## config.mk

```make
export PLATFORM = sky130hd
export DESIGN_NAME = adc_source_select
export DESIGN_NICKNAME = d
export VERILOG_FILES = /design/src/rtl/adc_source_pkg.sv /design/src/rtl/adc_source_select_tri_wave_gen.sv /design/src/rtl/adc_source_select.sv
export SDC_FILE = /design/constraint.sdc
export NUM_CORES = 1
export LEC_CHECK = 0
export ABC_AREA = 1
export CORE_AREA = 5 5 87 89
export DETAILED_ROUTE_END_ITERATION = 12
export DIE_AREA = 0 0 92 94
export PLACE_DENSITY = 0.75
export SYNTH_ARGS = -nofsm -noshare
export SYNTH_HDL_FRONTEND = slang
export SYNTH_SLANG_ARGS = --single-unit
```

## constraint.sdc

```tcl
create_clock -name clk -period 2.1 [get_ports clk]
set_clock_uncertainty 0.05 [all_clocks]
set_input_delay 0.315 -clock clk [delete_from_list [all_inputs] [get_ports clk]]
set_output_delay 0.315 -clock clk [all_outputs]
set_load 0.1 [all_outputs]
```

## src/rtl/adc_source_pkg.sv

```systemverilog
// Shared types and channel codes for the ADC sample source selector.
package adc_source_pkg;

    typedef enum logic [1:0] {
        ST_IDLE      = 2'd0,
        ST_WAIT_BYTE = 2'd1,
        ST_DONE      = 2'd2
    } state_e;

    typedef enum logic {
        DIR_UP   = 1'b0,
        DIR_DOWN = 1'b1
    } dir_e;

    localparam logic [7:0] CH_GEN1 = 8'h01;
    localparam logic [7:0] CH_GEN2 = 8'h02;
    localparam logic [7:0] CH_GEN3 = 8'h03;
    localparam logic [7:0] CH_EXT  = 8'h04;

endpackage

```

## src/rtl/adc_source_select_tri_wave_gen.sv

```systemverilog
// Triangle-wave test generator: saturating ramp over 0..2^WIDTH-1 that
// reverses direction at either end, advancing once per step pulse.
module tri_wave_gen
    import adc_source_pkg::*;
#(
    parameter int unsigned WIDTH = 8,
    parameter int unsigned INC   = 1,
    parameter int unsigned DEC   = 1
) (
    input  logic             clk,
    input  logic             rst,
    input  logic             step,
    output logic [WIDTH-1:0] value
);

    localparam int unsigned      SUM_W = WIDTH + 1;
    localparam logic [WIDTH-1:0] MAX   = '1;

    logic [WIDTH-1:0] value_q, value_d;
    dir_e             dir_q, dir_d;
    logic [SUM_W-1:0] sum_up;

    assign sum_up = {1'b0, value_q} + SUM_W'(INC);
    assign value  = value_q;

    // Next value: clamp to the rail and flip direction when a step would overshoot
    always_comb begin
        value_d = value_q;
        dir_d   = dir_q;
        if (step) begin
            if (dir_q == DIR_UP) begin
                if (sum_up >= {1'b0, MAX}) begin
                    value_d = MAX;
                    dir_d   = DIR_DOWN;
                end else begin
                    value_d = sum_up[WIDTH-1:0];
                end
            end else begin
                if (value_q <= WIDTH'(DEC)) begin
                    value_d = '0;
                    dir_d   = DIR_UP;
                end else begin
                    value_d = value_q - WIDTH'(DEC);
                end
            end
        end
    end

    always_ff @(posedge clk) begin
        if (rst) begin
            value_q <= '0;
            dir_q   <= DIR_UP;
        end else begin
            value_q <= value_d;
            dir_q   <= dir_d;
        end
    end

    // A zero step would freeze the wave at one rail
    step_nonzero_a: assert property (@(posedge clk) disable iff (rst) (INC != 0) && (DEC != 0));

endmodule

```

## src/rtl/adc_source_select.sv

```systemverilog
// Sample source selector: UART-configured choice of three triangle generators,
// plus an external ADC input when ADC_SEL_EXT_EN is defined.
module adc_source_select
    import adc_source_pkg::*;
#(
    parameter int unsigned WIDTH = 8,
    parameter int unsigned INC1  = 1,
    parameter int unsigned DEC1  = 1,
    parameter int unsigned INC2  = 5,
    parameter int unsigned DEC2  = 5,
    parameter int unsigned INC3  = 1,
    parameter int unsigned DEC3  = 1
) (
    input  logic             clk,
    input  logic             rst,
    input  logic             activate,
    output logic             done,
    input  logic [7:0]       rx_data,
    input  logic             rx_ready,
    input  logic             sample_en,
`ifdef ADC_SEL_EXT_EN
    input  logic [WIDTH-1:0] ext_adc_data,
`endif
    output logic [WIDTH-1:0] adc_data,
    output logic             adc_strobe
);

    state_e           state_q, state_d;
    logic [7:0]       sel_q, sel_d;
    logic             done_q, done_d;
    logic             strobe_q;
    logic [WIDTH-1:0] gen1_val, gen2_val, gen3_val;

    // Channel-select FSM; the activating command byte is never taken as a channel code
    always_comb begin
        state_d = state_q;
        sel_d   = sel_q;
        case (state_q)
            ST_IDLE: begin
                if (activate) state_d = ST_WAIT_BYTE;
            end
            ST_WAIT_BYTE: begin
                if (rx_ready) begin
                    state_d = ST_DONE;
                    case (rx_data)
                        CH_GEN1, CH_GEN2, CH_GEN3: sel_d = rx_data;
`ifdef ADC_SEL_EXT_EN
                        CH_EXT:                    sel_d = rx_data;
`endif
                        default:                   sel_d = sel_q;
                    endcase
                end else if (!activate) begin
                    state_d = ST_IDLE;
                end
            end
            ST_DONE: begin
                if (!activate) state_d = ST_IDLE;
            end
            default: state_d = ST_IDLE;
        endcase
        done_d = (state_d == ST_DONE);
    end

    always_ff @(posedge clk) begin
        if (rst) begin
            state_q  <= ST_IDLE;
            sel_q    <= CH_GEN1;
            done_q   <= 1'b0;
            strobe_q <= 1'b0;
        end else begin
            state_q  <= state_d;
            sel_q    <= sel_d;
            done_q   <= done_d;
            strobe_q <= sample_en;
        end
    end

    assign done       = done_q;
    assign adc_strobe = strobe_q;

    tri_wave_gen #(.WIDTH(WIDTH), .INC(INC1), .DEC(DEC1)) u_gen1 (
        .clk   (clk),
        .rst   (rst),
        .step  (sample_en && (sel_q == CH_GEN1)),
        .value (gen1_val)
    );

    tri_wave_gen #(.WIDTH(WIDTH), .INC(INC2), .DEC(DEC2)) u_gen2 (
        .clk   (clk),
        .rst   (rst),
        .step  (sample_en && (sel_q == CH_GEN2)),
        .value (gen2_val)
    );

    tri_wave_gen #(.WIDTH(WIDTH), .INC(INC3), .DEC(DEC3)) u_gen3 (
        .clk   (clk),
        .rst   (rst),
        .step  (sample_en && (sel_q == CH_GEN3)),
        .value (gen3_val)
    );

    always_comb begin
        case (sel_q)
            CH_GEN2: adc_data = gen2_val;
            CH_GEN3: adc_data = gen3_val;
`ifdef ADC_SEL_EXT_EN
            CH_EXT:  adc_data = ext_adc_data;
`endif
            default: adc_data = gen1_val;
        endcase
    end

endmodule

```

==> impl_metrics.yaml, run 1 <==
outcome:
  status: "finished, violations left"
  violations: "setup timing"
placed_design:
  place_congestion: 0.909
  port_buffers: 22
  dp_hpwl_um: 6280
  place_area_um2: 3690
  dpl.cell_count: 606
  dp_slack_ps: 165
sta:
  worstMarginPinSlew_ps: 620
  fin_crit_ps: 2140
  relSlewSlack: 0.586
  fin_crit_sh: 1.02
  hold_viol: 0
  fin_ws_ps: -39.8
  whs_ps: 418
  setup_viol: 8
  max_freq_ghz: 0.467
  slew_violations: 0
  rsz0062_at_grt: "true"
synth:
  syn_inst: 503
  avgSynthCellArea_um2: 6.40
  syn_nets: 528
  synth_cell_types: 37
  syn-cell-area_um2: 3220
  ys_warn_count: 0
  synth-seq-cells: 39
  ys_seq_area_frac: 0.242
setup_path:
  startpoint: "sel_q[3]"
  cp_slowest_cell: "dfxtp_2"
  reg2reg_from: "u_gen3.value[1]"
  path_cells: "nor2_4 -> inv_2 -> nor4_4 -> bufinv_8 -> o221ai_4 -> buf_12"
  critPathLaunchType: "register"
  reg2reg_depth: 9
  cp.depth: 6
  path_buf_inv: 3
  critical_path_class: "reg2out"
  setup.worst_path.end_class: "primary output"
  critical_path_required_ps: 1740
  slowest_delay_ps: 340
  rr_endpoint: "u_gen3.value[6]"
  endpoint: "adc_data[7]"
  rrSetupSlack_ps: 160
  cp_top_family: "buffers and inverters"
  cp_data_arrival_time_ps: 1770
  crit_fanout: 8
pwr:
  powerDensity_nw_per_um2: 437
  p_leak_uw: 0.00181
  ir_worst_vdd_v: 0.000486
global_route:
  track_usage: 0.200
  grt-ovfl-total: 0
  antenna_found_initial: 0
  grt_pass1_wl_um: 14200
  grt_max_degree: 22
  grt_pass1_vias: 3079
floorplan:
  core_area_um2: 6680
  die-area_um2: 8650
  start_util: 0.482
  num_rows: 30
  io_pins: 23
  fp.dieH_um: 94
  die_w_um: 92
hold_path:
  min_path_type: "reg2reg"
  hold_path.startpoint: "sel_q[5]"
layout:
  final_common_cell: "nand2_1"
  layoutNonFillerInstCount: 619
  num_antenna_cells: 0
  final_core_util: 0.594
  nets: 563
  layout_common_cells: "nand2_1, inv_1, nor2_1"
  drive_above_1_share: 0.213
  design_area_um2: 3970
  area_growth_pct: 23.2
clock_network:
  hold_buffers: 0
  clock_latency_ps: 300
  cts_tree: "done"
  root_buffer: "clkbuf_8"
  clockBufferDepth: 2
  numCtsBuffers: 5
  clk_pin_slew_worst_paths_ps: 90
  cts.sinks: 39
  h-tree-depth: 2
drt:
  ant_nets: 0
  drtIter0Drc: 178
  wl_um: 8420
  first_pass_iters: 5
  drc_errors: 0
  num_vias: 3310
  routed_via_density: 5.35
  routedWlPerCell_um: 13.6
run:
  max-cap-violations: 0
synthesized netlist by cell type:
cell type    n  area, um^2
o211ai_1     2        15.0
nand2_4      2        22.5
nand4_1     11        68.8
a211oi_1     1        7.51
inv_2       10        37.5
nand3_1     31         155
buf_1        2        7.51
nand3_2      9        90.1
nor2_1      57         214
o21ai_1      7        35.0
or2_2        1        6.26
xor2_1      12         105
inv_1       75         282
buf_4        5        37.5
a21oi_1     29         145
a31oi_1      2        12.5
o2bb2ai_1    1        8.76
nand2_1    102         383
nand4_4      2        42.5
or2_1        1        6.26
o221ai_1     8        70.1
o21ai_0     33         165
nor3_1       7        35.0
xnor2_1      2        17.5
nor4_1       1        6.26
nor2_2       8        50.1
buf_2        2        10.0
nor2_4       6        67.6
a21oi_2      6        52.6
nor3_2       1        10.0
ha_1        12         150
nor3b_2      1        12.5
and3_1       1        6.26
nand2_2     12        75.1
o2111ai_1    1        8.76
nor4_4       1        21.3
dfxtp_1     39         781
worst min-delay path, stage by stage (launching register included):
cell	delay, ps
dfxtp_1	320
inv_2	70
nor3_1	50
area by class of cell:
class                      instances  area (um^2)
fill                             615         2710
inverter                          85          333
multi-input combinational        370         2230
sequential                        39          786
clock inverter                     3         47.5
clock buffer                       5         68.8
tap                               80          100
timing repair buffer              37          408
cells by family after synthesis:
kind of cell	after synthesis	synth area share
adder cells (fa/ha/maj)	12	0.0466
flip-flops	39	0.242
AO/OA/AOI/OAI	90	0.162
AND/OR/NAND/NOR	254	0.395
buffers and inverters	94	0.116
XOR/XNOR	14	0.0381
routing by layer:
metal / routed length [um] / vias up / share of wire / track usage
met2: 4070 / 77 / 0.48 / 0.339
li1: - / 1702 / - / -
met4: 238 / 0 / 0.028 / 0.0916
met5: 0 / - / 0 / 0
met3: 311 / 20 / 0.037 / 0.0256
met1: 3800 / 1511 / 0.45 / 0.252
where the power goes:
| group | internal (uW) | switching [uW] |
|---|---|---|
| clock network | 360 | 298 |
| logic | 117 | 189 |
| registers | 751 | 19.4 |
worst min-delay path by stage:
| stage | to | slack, ps | cells after the start |
|---|---|---|---|
| 2_1_floorplan | sel_q[1] | 340 | 1 |
| 3_3_place_gp | sel_q[6] | 400 | 2 |
| 3_5_place_dp | sel_q[6] | 410 | 2 |
| 4_1_cts | sel_q[5] | 420 | 2 |
| 5_1_grt | sel_q[6] | 450 | 2 |
| 6_report | sel_q[5] | 420 | 2 |
repair_timing:
item | in CTS | in global routing
cloned | 0 | 0
pin swaps | 3 | 3
resized for setup | 16 | 10
setup buffers | 3 | 2
setup endpoints to repair | 8 | 11
stage by stage:
step	power [uW]	setup TNS, ps
global placement	1080	0
detailed placement	1080	0
finish	1740	-218
global route	1790	-903
CTS	1740	-27.9
floorplan	979	-1490
flip-flops by register name, summed over array words and instances (netlist names):
name,cells
u_gen1.value,8
u_gen1.dir_q,1
u_gen3.value,8
u_gen3.dir_q,1
u_gen2.dir_q,1
u_gen2.value,8
sel_q,8
state_q,2
done,1
adc_strobe,1
(Power assumes the default switching activity.)
==> run 2, diff against run 1 <==
CORE_AREA = 5 5 96 98   (was 5 5 87 89)
DIE_AREA = 0 0 101 103   (was 0 0 92 94)
PLACE_DENSITY = 0.64   (was 0.75)
==> run 2 against run 1 <==
Clock-buffer cell count grew 2. Clock power shrank 14%. Cell area grew 0.16%. Utilization shrank 12 points. Flip-flop and latch count is the same. The flow now finishes without violations. Sequential power grew 0.5%.
==> impl_metrics.yaml, run 2 (same netlist as run 1, synthesis figures left out) <==
floorplan:
  start_util: 0.384
  fp.dieH_um: 103
  die-area_um2: 10400
  num_rows: 34
  io_pins: 23
  die_w_um: 101
  core_area_um2: 8380
sta:
  relSlewSlack: 0.584
  fin_ws_ps: 3.74
  fin_crit_ps: 2100
  worstMarginPinSlew_ps: 623
  slew_violations: 0
  setup_viol: 0
  hold_viol: 0
  whs_ps: 419
  tns_ps: 0
  max_freq_ghz: 0.477
  rsz0062_at_grt: "true"
  fin_crit_sh: 0.998
pwr:
  powerDensity_nw_per_um2: 413
  ir_worst_vdd_v: 0.000216
  p_leak_uw: 0.00178
layout:
  layout_common_cells: "nand2_1, inv_1, nor2_1"
  final_core_util: 0.474
  nets: 559
  final_common_cell: "nand2_1"
  num_antenna_cells: 0
  drive_above_1_share: 0.213
  area_growth_pct: 23.4
setup_path:
  setup.worst_path.end_class: "primary output"
  path_buf_inv: 4
  critPathLaunchType: "register"
  startpoint: "sel_q[3]"
  critical_path_class: "reg2out"
  cp_top_family: "buffers and inverters"
  crit_fanout: 8
  cp_data_arrival_time_ps: 1730
  critical_path_required_ps: 1740
  cp_slowest_cell: "dfxtp_2"
  path_cells: "nor2_4 -> inv_2 -> nor4_4 -> buf_6 -> inv_8 -> o221ai_4 -> buf_12"
  slowest_delay_ps: 340
  reg2reg_from: "u_gen1.value[1]"
drt:
  num_vias: 3225
  drc_errors: 0
  ant_nets: 0
  routedWlPerCell_um: 12.8
  routed_via_density: 5.02
  first_pass_iters: 5
  wl_um: 8220
  drtIter0Drc: 185
placed_design:
  dp_hpwl_um: 6550
  dp_slack_ps: 144
  port_buffers: 22
  place_congestion: 0.931
global_route:
  track_usage: 0.164
  grt-ovfl-total: 0
  grt_max_degree: 22
  grt_pass1_vias: 2965
  antenna_found_initial: 0
  grt_pass1_wl_um: 13900
clock_network:
  root_buffer: "clkbuf_8"
  clock_latency_ps: 290
  numCtsBuffers: 5
  h-tree-depth: 2
  clockBufferDepth: 2
  cts_tree: "done"
  cts.sinks: 39
  clk_pin_slew_worst_paths_ps: 70
run:
  max-cap-violations: 0
hold_path:
  hold_path.startpoint: "sel_q[6]"
  min_path_type: "reg2reg"
outcome:
  status: "finished, final reports clean"
## run 2: worst min-delay path, cell delays in order, from the launching register on
cell and delay (ps):
dfxtp_1 310, inv_2 70, nor3_1 50
## run 2: layout make-up
type | count | area (um^2)
fillers | 826 | 4410
multi-input cells | 370 | 2240
flip-flops and latches | 39 | 787
repair buffers | 33 | 382
inverters | 85 | 327
well taps | 108 | 135
clock buffers | 7 | 96.3
clock inverters | 1 | 7.51
## run 2: through the flow
step                      std cells  power [uW]  instance area (um^2)
after floorplan                 503         979                  3270
after detailed placement        633        1080                  3710
after global routing            643        1710                  3980
after CTS                       643        1650                  3860
final                           643        1640                  3980
after global placement          633        1080                  3710
## run 2: report_power, final
part	internal, uW	switching [uW]	total [uW]
clock network	299	267	566
registers	752	23.5	775
logic	116	185	301
total	1170	475	1640
## run 2: worst paths after layout
| path | to | slack, ps | cells after the start |
|---|---|---|---|
| setup / recovery | adc_data[3] | 4 | 7 |
| hold / removal | sel_q[6] | 420 | 2 |
| setup reg to reg | u_gen1.value[6] | 190 | 11 |
| hold reg to reg | sel_q[6] | 420 | 2 |
## run 2: routing by layer
layer,share of wire,up-vias,GRT usage
met5,0,-,0
met4,0.015,0,0.0552
met3,0.030,10,0.0203
met2,0.51,57,0.300
met1,0.44,1470,0.198
li1,-,1688,-
## run 2: what timing repair did
item,in CTS,in global routing
setup endpoints to repair,8,14
hold buffers,0,0
setup buffers,2,0
endpoints found under the hold margin,0,0
resized for setup,6,25
pin swaps,1,3
==> run 3, diff against run 2 <==
CELL_PAD_IN_SITES_DETAIL_PLACEMENT = 1   (was unset)
CELL_PAD_IN_SITES_GLOBAL_PLACEMENT = 2   (was unset)
CORE_AREA = 5 5 105 107   (was 5 5 96 98)
DIE_AREA = 0 0 110 112   (was 0 0 101 103)
PLACE_DENSITY = 0.87   (was 0.64)
==> run 3 against run 2 <==
Sequential power is essentially flat. Global-route usage up 1.4 points. Clock-buffer cell count shrank 2. Flip-flop and latch count did not move. Utilization decreased by 6.7 points. Maximum frequency grew 0.91%. Wire length increased by 27%. Cell area is 2.9% higher. Critical path type unchanged.
==> impl_metrics.yaml, run 3 (same netlist as run 1, synthesis figures left out) <==
floorplan:
  io_pins: 23
  die-area_um2: 12300
  core_area_um2: 10000
  die_w_um: 110
  num_rows: 37
  start_util: 0.321
  fp.dieH_um: 112
placed_design:
  dp_hpwl_um: 8250
  port_buffers: 22
  place_congestion: 0.839
layout:
  num_antenna_cells: 0
  layout_common_cells: "nand2_1, inv_1, nor2_1"
  final_common_cell: "nand2_1"
  area_growth_pct: 27.0
  drive_above_1_share: 0.232
  nets: 567
  final_core_util: 0.407
  fillers: 1335
setup_path:
  rrSetupSlack_ps: 200
  setup.worst_path.end_class: "primary output"
  startpoint: "sel_q[3]"
  cp_data_arrival_time_ps: 1710
  reg2reg_depth: 11
  rr_endpoint: "u_gen3.dir_q"
  critical_path_class: "reg2out"
  reg2reg_from: "u_gen3.value[0]"
  critical_path_required_ps: 1740
  critPathLaunchType: "register"
  crit_fanout: 9
clock_network:
  root_buffer: "clkbuf_8"
  cts.sinks: 39
  clockBufferDepth: 2
  numCtsBuffers: 5
  h-tree-depth: 2
  cts_tree: "done"
  clock_latency_ps: 290
  clk_pin_slew_worst_paths_ps: 80
drt:
  wl_um: 10400
  num_vias: 3328
  drc_errors: 0
  drtIter0Drc: 161
  routed_via_density: 4.90
  routedWlPerCell_um: 15.3
  first_pass_iters: 4
  ant_nets: 0
pwr:
  p_leak_uw: 0.00183
  ir_worst_vdd_v: 0.000188
  powerDensity_nw_per_um2: 423
  finalPower_uw: 1730
sta:
  max_freq_ghz: 0.481
  fin_crit_ps: 2080
  tns_ps: 0
  worstMarginPinSlew_ps: 360
  whs_ps: 420
  setup_viol: 0
  slew_violations: 0
  fin_crit_sh: 0.989
  rsz0062_at_grt: "true"
  relSlewSlack: 0.757
  hold_viol: 0
outcome:
  status: "finished, final reports clean"
hold_path:
  min_delay_path_depth: 2
  min_path_type: "reg2reg"
  hold_path.startpoint: "sel_q[5]"
  min_to: "sel_q[5]"
global_route:
  grt_pass1_vias: 3534
  track_usage: 0.178
  grt_pass1_wl_um: 17500
  grt_max_degree: 16
  grt-ovfl-total: 0
  antenna_found_initial: 0
run:
  max-cap-violations: 0
-- run 3: cell types whose count changed in the layout (fill, tap and decap cells not counted), sizes merged --
cell	change
clkbuf	-2
clkinv	+2
bufinv	+1
clkinvlp	-1
buf	+8
-- run 3: layer usage --
layer | global-route usage | part of all wire | up-vias
met5 | 0 | 0 | -
met4 | 0.0366 | 0.0084 | 0
met3 | 0.0209 | 0.015 | 6
met2 | 0.332 | 0.53 | 29
met1 | 0.213 | 0.44 | 1593
li1 | - | - | 1700
-- run 3: critical path, stage by stage, from the launching register on --
cell	delay, ps
dfxtp_2	340
nor2_4	130
buf_4	140
nand4_4	100
buf_4	230
o221ai_4	260
buf_12	210
-- run 3: power by group --
| part | total [uW] | internal (uW) | switching, uW | leakage (uW) |
|---|---|---|---|---|
| logic | 318 | 123 | 195 | 0.00146 |
| clock network | 640 | 354 | 286 | 0.0000581 |
| registers | 772 | 751 | 20.7 | 0.000319 |
-- run 3: worst max-delay path by stage --
stage	endpoint	slack, ps	cells after the start
finish	adc_data[5]	20	6
global route	adc_data[7]	-60	8
CTS	adc_data[5]	-5	7
detailed placement	u_gen1.value[3]	6	8
global placement	u_gen1.value[7]	110	8
floorplan	adc_data[0]	-190	5
-- run 3: area by class of cell --
cell class / instances / area [um^2] / area share
clock buffers: 5 / 68.8 / 0.0168
clock inverters: 3 / 43.8 / 0.0107
inverters: 85 / 327 / 0.0798
multi-input cells: 370 / 2240 / 0.547
flip-flops and latches: 39 / 790 / 0.193
well taps: 136 / 170 / 0.0416
repair buffers: 41 / 454 / 0.111
-- run 3: per-stage QoR --
stage | area [um^2] | std cells | setup WS (ps)
after floorplan | 3270 | 503 | -186
after global placement | 3810 | 667 | 113
after detailed placement | 3810 | 667 | 6.08
after CTS | 4050 | 678 | -5.26
after global routing | 4090 | 679 | -55.6
final | 4090 | 679 | 22.6
-- run 3: timing repair --
action,in CTS,in global routing
pin swaps,3,5
hold buffers,0,0
endpoints found under the setup margin,8,18
gates cloned,0,0
buffers inserted,3,1
resized for setup,19,17
